## src/rtl/piso_frame_tx_if.sv

```systemverilog
// Handshake and serial-line bundle for piso_frame_tx.
// The producer uses the master side and the transmitter uses the slave side.
interface piso_frame_tx_if #(
  parameter int WIDTH = 8
);
  logic [WIDTH-1:0] data_in;
  logic             load_valid;
  logic             load_ready;
  logic             serial_out;
  logic             busy;
  logic             done;
  logic [WIDTH-1:0] shift_reg;

  modport master (
    output data_in, load_valid,
    input  load_ready, serial_out, busy, done, shift_reg
  );

  modport slave (
    input  data_in, load_valid,
    output load_ready, serial_out, busy, done, shift_reg
  );
endinterface

```

## src/rtl/piso_frame_tx.sv

```systemverilog
// Parallel-in, serial-out framed transmitter.
// Frame format: start bit (0), data bits, optional even parity, stop bit(s) (1).
module piso_frame_tx #(
  parameter int WIDTH        = 8,
  parameter int CLKS_PER_BIT = 1,
  parameter int PARITY_EN    = 0,
  parameter int STOP_BITS    = 1,
  parameter int MSB_FIRST    = 0
) (
  input  logic              clk,
  input  logic              rst,
  piso_frame_tx_if.slave    bus
);

  typedef enum logic [2:0] {
    S_IDLE,
    S_START,
    S_DATA,
    S_PARITY,
    S_STOP
  } state_t;

  localparam int CW   = (CLKS_PER_BIT > 1) ? $clog2(CLKS_PER_BIT) : 1;
  localparam int BMAX = (WIDTH > STOP_BITS) ? WIDTH : STOP_BITS;
  localparam int BW   = (BMAX > 1) ? $clog2(BMAX) : 1;

  localparam logic [CW-1:0] CLK_LAST  = CW'(CLKS_PER_BIT - 1);
  localparam logic [BW-1:0] DATA_LAST = BW'(WIDTH - 1);
  localparam logic [BW-1:0] STOP_LAST = BW'(STOP_BITS - 1);

  state_t           state,    state_n;
  logic [WIDTH-1:0] shift_q,  shift_n;
  logic             parity_q, parity_n;
  logic             serial_q, serial_n;
  logic             busy_q,   busy_n;
  logic             done_q,   done_n;
  logic [CW-1:0]    clk_cnt,  clk_cnt_n;
  logic [BW-1:0]    bit_cnt,  bit_cnt_n;
  logic             bit_end;

  function automatic logic head_bit(input logic [WIDTH-1:0] v);
    if (MSB_FIRST != 0) return v[WIDTH-1];
    else                return v[0];
  endfunction

  function automatic logic [WIDTH-1:0] advance(input logic [WIDTH-1:0] v);
    if (MSB_FIRST != 0) return v << 1;
    else                return v >> 1;
  endfunction

  assign bus.load_ready = (state == S_IDLE) && !rst;
  assign bus.serial_out = serial_q;
  assign bus.busy       = busy_q;
  assign bus.done       = done_q;
  assign bus.shift_reg  = shift_q;

  assign bit_end = (clk_cnt == CLK_LAST);

  always_ff @(posedge clk) begin
    if (rst) begin
      state    <= S_IDLE;
      shift_q  <= '0;
      parity_q <= 1'b0;
      serial_q <= 1'b1;
      busy_q   <= 1'b0;
      done_q   <= 1'b0;
      clk_cnt  <= '0;
      bit_cnt  <= '0;
    end else begin
      state    <= state_n;
      shift_q  <= shift_n;
      parity_q <= parity_n;
      serial_q <= serial_n;
      busy_q   <= busy_n;
      done_q   <= done_n;
      clk_cnt  <= clk_cnt_n;
      bit_cnt  <= bit_cnt_n;
    end
  end

  // serial_n always carries the level for the cycle after this edge, so the
  // line is registered and each bit appears exactly at its bit boundary.
  always_comb begin
    state_n   = state;
    shift_n   = shift_q;
    parity_n  = parity_q;
    serial_n  = serial_q;
    busy_n    = busy_q;
    done_n    = 1'b0;
    clk_cnt_n = clk_cnt;
    bit_cnt_n = bit_cnt;

    case (state)
      S_IDLE: begin
        serial_n = 1'b1;
        busy_n   = 1'b0;
        if (bus.load_valid && bus.load_ready) begin
          shift_n   = bus.data_in;
          parity_n  = ^bus.data_in;
          busy_n    = 1'b1;
          serial_n  = 1'b0;
          clk_cnt_n = '0;
          bit_cnt_n = '0;
          state_n   = S_START;
        end
      end

      S_START: begin
        if (bit_end) begin
          clk_cnt_n = '0;
          bit_cnt_n = '0;
          serial_n  = head_bit(shift_q);
          state_n   = S_DATA;
        end else begin
          clk_cnt_n = clk_cnt + 1'b1;
        end
      end

      S_DATA: begin
        if (bit_end) begin
          clk_cnt_n = '0;
          shift_n   = advance(shift_q);
          if (bit_cnt == DATA_LAST) begin
            bit_cnt_n = '0;
            if (PARITY_EN != 0) begin
              serial_n = parity_q;
              state_n  = S_PARITY;
            end else begin
              serial_n = 1'b1;
              state_n  = S_STOP;
            end
          end else begin
            bit_cnt_n = bit_cnt + 1'b1;
            serial_n  = head_bit(advance(shift_q));
          end
        end else begin
          clk_cnt_n = clk_cnt + 1'b1;
        end
      end

      S_PARITY: begin
        if (bit_end) begin
          clk_cnt_n = '0;
          bit_cnt_n = '0;
          serial_n  = 1'b1;
          state_n   = S_STOP;
        end else begin
          clk_cnt_n = clk_cnt + 1'b1;
        end
      end

      S_STOP: begin
        serial_n = 1'b1;
        if (bit_end) begin
          clk_cnt_n = '0;
          if (bit_cnt == STOP_LAST) begin
            bit_cnt_n = '0;
            busy_n    = 1'b0;
            done_n    = 1'b1;
            state_n   = S_IDLE;
          end else begin
            bit_cnt_n = bit_cnt + 1'b1;
          end
        end else begin
          clk_cnt_n = clk_cnt + 1'b1;
        end
      end

      default: begin
        serial_n = 1'b1;
        busy_n   = 1'b0;
        state_n  = S_IDLE;
      end
    endcase
  end

endmodule

```

## src/flat_wrapper.sv

```systemverilog
// flat-port wrapper written by rule: the top's interface ports become plain ports
module piso_frame_tx_flat 
#(
  parameter int WIDTH        = 8,
  parameter int CLKS_PER_BIT = 1,
  parameter int PARITY_EN    = 0,
  parameter int STOP_BITS    = 1,
  parameter int MSB_FIRST    = 0
)
  (clk, rst, bus_data_in, bus_load_valid, bus_load_ready, bus_serial_out, bus_busy, bus_done, bus_shift_reg);
  piso_frame_tx_if #(.WIDTH(WIDTH)) bus_i ();
  input  logic clk;
  input  logic rst;
  input wire logic [$bits(bus_i.data_in)-1:0] bus_data_in;
  input wire logic [$bits(bus_i.load_valid)-1:0] bus_load_valid;
  output wire logic [$bits(bus_i.load_ready)-1:0] bus_load_ready;
  output wire logic [$bits(bus_i.serial_out)-1:0] bus_serial_out;
  output wire logic [$bits(bus_i.busy)-1:0] bus_busy;
  output wire logic [$bits(bus_i.done)-1:0] bus_done;
  output wire logic [$bits(bus_i.shift_reg)-1:0] bus_shift_reg;
  assign bus_i.data_in = bus_data_in;
  assign bus_i.load_valid = bus_load_valid;
  assign bus_load_ready = bus_i.load_ready;
  assign bus_serial_out = bus_i.serial_out;
  assign bus_busy = bus_i.busy;
  assign bus_done = bus_i.done;
  assign bus_shift_reg = bus_i.shift_reg;
  piso_frame_tx #(.WIDTH(WIDTH), .CLKS_PER_BIT(CLKS_PER_BIT), .PARITY_EN(PARITY_EN), .STOP_BITS(STOP_BITS), .MSB_FIRST(MSB_FIRST)) u_core (.clk(clk), .rst(rst), .bus(bus_i));
endmodule
```

## config.mk

```make
export PLATFORM = sky130hd
export DESIGN_NAME = piso_frame_tx_flat
export DESIGN_NICKNAME = d
export VERILOG_FILES = /design/src/rtl/piso_frame_tx_if.sv /design/src/rtl/piso_frame_tx.sv /design/src/flat_wrapper.sv
export SDC_FILE = /design/constraint.sdc
export NUM_CORES = 1
export LEC_CHECK = 0
export ABC_AREA = 1
export ABC_CLOCK_PERIOD_IN_PS = 1360
export BUFFER_PORTS_ARGS = -buffer_cell sky130_fd_sc_hd__buf_4
export CAP_MARGIN = 20
export CORE_ASPECT_RATIO = 1.4
export CORE_MARGIN = 2
export CORE_UTILIZATION = 25
export DETAILED_ROUTE_END_ITERATION = 12
export GPL_TIMING_DRIVEN = 1
export PLACE_DENSITY = 0.48
export SLEW_MARGIN = 10
export SYNTH_ARGS = -nofsm -noshare
export SYNTH_HDL_FRONTEND = slang
export SYNTH_SLANG_ARGS = --single-unit
export TNS_END_PERCENT = 100
```

## constraint.sdc

```tcl
create_clock -name clk -period 1.36 [get_ports clk]
set_clock_uncertainty 0.15 [all_clocks]
set_input_delay 0.204 -clock clk [delete_from_list [all_inputs] [get_ports clk]]
set_output_delay 0.204 -clock clk [all_outputs]
set_load 0.02 [all_outputs]
```

# Word-level counts from Yosys, hierarchy flattened
# Index checks and enable logic that the tools add are counted.
# word_totals
reg_bits,18
inputBits,11
out_inout_bits,12
# op_classes
addsub,2
eq_ne,13
mux,32
n_bitwise,2
reduce_logical,18
# op_table
operator,count
2-to-1 mux 3 bit,13
2-to-1 mux 8 bit,2
case mux 8 bit (2 select lines),1
case mux 3 bit (5 select lines),1
!= test 2 bit (second input constant),6
case mux 3 bit (4 select lines),1
2-to-1 mux 1 bit,11
AND reduction 3 bit,3
AND reduction 7 bit,1
equality test 3 x 2 -> 1 bit (second input constant),2
equality test 3 bit (second input constant),2
logical NOT 3 bit,2
OR reduction 3 bit,2
AND reduction 5 bit,1
!= test 2 x 1 -> 1 bit (second input constant),2
case mux 1 bit (4 select lines),1
nonzero test 2 bit,2
nonzero test 4 bit,1
OR reduction 4 bit,1
adder 3 x 1 -> 3 bit (second input constant),1
equality test 3 x 1 -> 1 bit (second input constant),1
case mux 1 bit (3 select lines),1
logical AND 1 bit,2
NOT 1 bit,2
5 further kinds,5

# Longest topological paths before layout
# depth
ltp_word,5
depth_mapped,8

# Worst setup path after synthesis
# OpenSTA, ideal clock, no wires.
# synth_timing
path_kind,reg-to-output
start,register u_core.state[1]
end,output port bus_load_ready
arrival_time_ns,0.968
slack_ns,0.038
path_stages_with_launch,4
path_buffers,0
path_cell_list,dfxtp_1 > inv_2 > nand2_1 > nor3_1
# synth_via
elab_chain_cells,2
# synth_lines
element,line,source
start: declaration,piso_frame_tx.sv:31,"state_t state, state_n;"
start signal: assignment,piso_frame_tx.sv:70,state <= state_n;
logical NOT 3 bit,piso_frame_tx.sv:51,assign bus.load_ready = (state == S_IDLE) && !rst;
logical AND 1 bit,piso_frame_tx.sv:51,
end: declaration,flat_wrapper.sv:16,output wire logic [$bits(bus_i.load_ready)-1:0] bus_load_ready;
# No other way between the ends.

# Worst setup path after layout
# layout_timing
start,register u_core.state[2]
end,output port bus_load_ready
# Same word-level chain as after synthesis.

==> key figures <==
Status
  • Status: finished, violations left
  • Failing checks: setup timing

CTS
  • CTS clk-pin slew, worst paths: 60 ps
  • CTS buffer count: 3
  • Clock latency on the worst-skew pair: 250 ps
  • CTS tree: yes
  • Hold Buf Count CTS: 0
  • H-tree depth: 1
  • Root Buffer: clkbuf_8
  • Max Root-Sink Buffers: 2
  • Sink Count: 17

Critical path
  • WS Path Type: reg2out
  • Delay-heaviest family, CP: flip-flops
  • Buf/Inv on CP: 2
  • Critical-path top delay cell: dfxtp_4
  • Worst R2R Start: u_core.state[1]
  • Worst EP required: 1010 ps
  • Startpoint class of the critical path: flip-flop
  • Worst setup path startpoint: u_core.state[2]
  • Crit path arrival time: 1030 ps
  • Slowest cell delay on critical path: 360 ps
  • Crit-path max FO: 4
  • Crit-path cells: buf_6 > nor3_2 > buf_4
  • CP endpoint kind: output port

STA
  • Fin crit period: 1380 ps
  • Peak Freq: 0.724 GHz
  • Max Slew Vio Count: 0
  • # setup viols final: 1
  • RSZ-0062 raised after global routing: yes
  • Setup ws final: -22.1 ps
  • Max-slew headroom: 87.8%
  • Slew @ Worst Pin: 181 ps
  • Hold Violations, Final: 0
  • Crit share post-route: 102%

Run
  • Max Cap Viol: 0

Routing
  • Vias: 861
  • Post-route ant nets: 0
  • Iteration-0 DRC count of the detailed router: 9
  • Via density per instance: 4.42
  • Wire length per cell: 10.4 um
  • Routed WL: 2.03 mm
  • Drt pass-1 iters: 4
  • Remaining DRCs: 0

Global routing
  • GRT met3 Usage: 1.23%
  • GR Util met1: 14.3%
  • Vias in the first global route: 871
  • Largest net degree at the start of global routing: 10
  • GR Util All Layers: 12.7%
  • Initial antenna violation count: 0
  • First-pass GRT wire length: 3.67 mm
  • GRT overflow: 0
  • Grt met2 use: 22.6%
  • Layer with the highest usage: met2

Floorplanning
  • # IOs: 23
  • Die Area: 3840 sq um
  • Die Y: 72.6 um
  • Starting Density: 26.6%
  • Row cnt: 24
  • Core Area: 3150 sq um
  • Die width: 53.0 um

Yosys
  • Syn. warnings: 0
  • Gate Count Post-Synth: 120
  • Mapped cell area: 840 sq um
  • Seq/Total Area, Yosys: 40.5%
  • Yosys top cell area share: 40.5%
  • Net Count, Synth: 134
  • Post-synthesis cell type count: 19
  • Cell taking the most area after synthesis: dfxtp_1
  • Synthesized area per cell: 7.00 sq um
  • Synth top area cells: dfxtp_1 (41%), nand2_1 (18%), nor2_1 (7.6%)
  • #FFs+latches synth: 17

Pwr
  • Power Total: 1.28 mW
  • Leakage: 0.604 nW
  • Sequential Power Share: 44.1%
  • Comb power frac: 26.8%
  • Clock power frac: 29.1%
  • P per Cell Area: 1030 nW/um^2
  • Psw: 0.386 mW
  • P_int: 0.898 mW
  • Peak VDD IR: 0.566 mV
  • Net Sw Frac: 30.1%

Placed design
  • HPWL Detailed: 1.53 mm
  • IO buf count: 22
  • Area after DPL: 1090 sq um
  • Setup WS pre-CTS: -38.3 ps
  • Placer Congestion: 0.826

Cells and area
  • Area delta synth->final: 48.1%
  • # fillers: 348
  • Nets: 171
  • Final core utilization: 39.4%
  • Finished Cell Area: 1240 sq um
  • Layout cells sized above 1: 40.4%
  • Diode count: 0
  • Max reg flops: 8

Min path
  • Hold wc startpoint: rst
  • Worst hold path class: in2reg
==> cell type report <==
cell class                 count  area, sq um  share of cell area [%]
clock buffer                   4         45.0                    3.62
inverter                      11         41.3                    3.32
multi-input combinational     89          480                    38.6
sequential                    17          347                    27.9
tap                           39         48.8                    3.92
timing repair buffer          35          282                    22.6
==> layout by cell type, fill, tap and decap left out <==
cell       count
a21oi_1        5
a21oi_2        3
buf_4         30
buf_6          5
clkbuf_1       1
clkbuf_8       3
dfxtp_1       14
dfxtp_2        2
dfxtp_4        1
ha_1           2
ha_2           1
inv_1          7
inv_2          4
nand2_1       36
nand2_2        5
nand2_4        2
nand3_2        3
nand4_1        1
nor2_1        17
nor2_2         1
nor2_8         1
nor3_1         2
nor3_2         2
o2111ai_1      1
o21ai_0        7
==> worst register-to-register path, cell delays in order (launching register included) <==
cell and delay, ps:
dfxtp_2 360, inv_2 50, buf_6 120, nor2_8 90, nand2_4 80, buf_6 150
nand2_2 50, nand2_1 50, nor2_1 90, nor2_1 50
==> power groups by stage <==
stage,Sequential (mW),Clock [mW],Combinational (mW)
final,0.567,0.373,0.344
after global routing,0.572,0.412,0.384
after CTS,0.566,0.399,0.334
after detailed placement,0.578,0,0.309
after global placement,0.578,0,0.311
after floorplan,0.610,0,0.145
==> per-layer routing <==
| metal | up-vias | part of all wire (%) |
|---|---|---|
| met5 | - | 0 |
| met4 | 0 | 2.0 |
| met3 | 4 | 5.1 |
| met2 | 27 | 53 |
| met1 | 380 | 40 |
| li1 | 450 | - |
==> worst paths after layout <==
path	slack (ps)	end	cells after the start
max	-20	bus_load_ready	3
min	20	u_core.state[1]	2
max reg2reg	20	u_core.bus.shift_reg[2]	9
min reg2reg	320	u_core.bus.busy	2
==> synthesized netlist by cell type <==
library cell / number
dfxtp_1: 17
nor3_1: 4
nand3_1: 2
inv_2: 2
buf_6: 2
nand3_2: 1
a21oi_1: 6
nor2_1: 17
inv_1: 9
o2111ai_1: 1
nor2_2: 1
o21ai_0: 7
a21oi_2: 2
nand2_1: 41
nor2_8: 1
ha_1: 3
nand4_1: 1
nand2_2: 2
clkbuf_1: 1
==> what timing repair did <==
item | in CTS | in global routing
buffers inserted | 3 | 1
setup endpoints to repair | 13 | 16
pin swaps | 1 | 11
gates resized for setup | 14 | 10
==> kinds of logic (layout without fill, tap and decap cells) <==
group / Yosys count / in the layout / synth area share [%]
compound gates: 16 / 16 / 10.9
fa+ha+maj: 3 / 3 / 4.47
buf+inv: 14 / 50 / 8.05
flops: 17 / 17 / 40.5
simple gates: 70 / 70 / 36.1
==> stage by stage <==
stage / cells / setup TNS (ps) / hold WS (ps)
detailed placement: 187 / -306 / 285
floorplan: 120 / 0 / 188
finish: 195 / -22.1 / 15.8
global placement: 187 / -383 / 287
global route: 195 / -759 / 25.8
CTS: 194 / -25.0 / 8.34
Power figures use the tool's default switching activity.
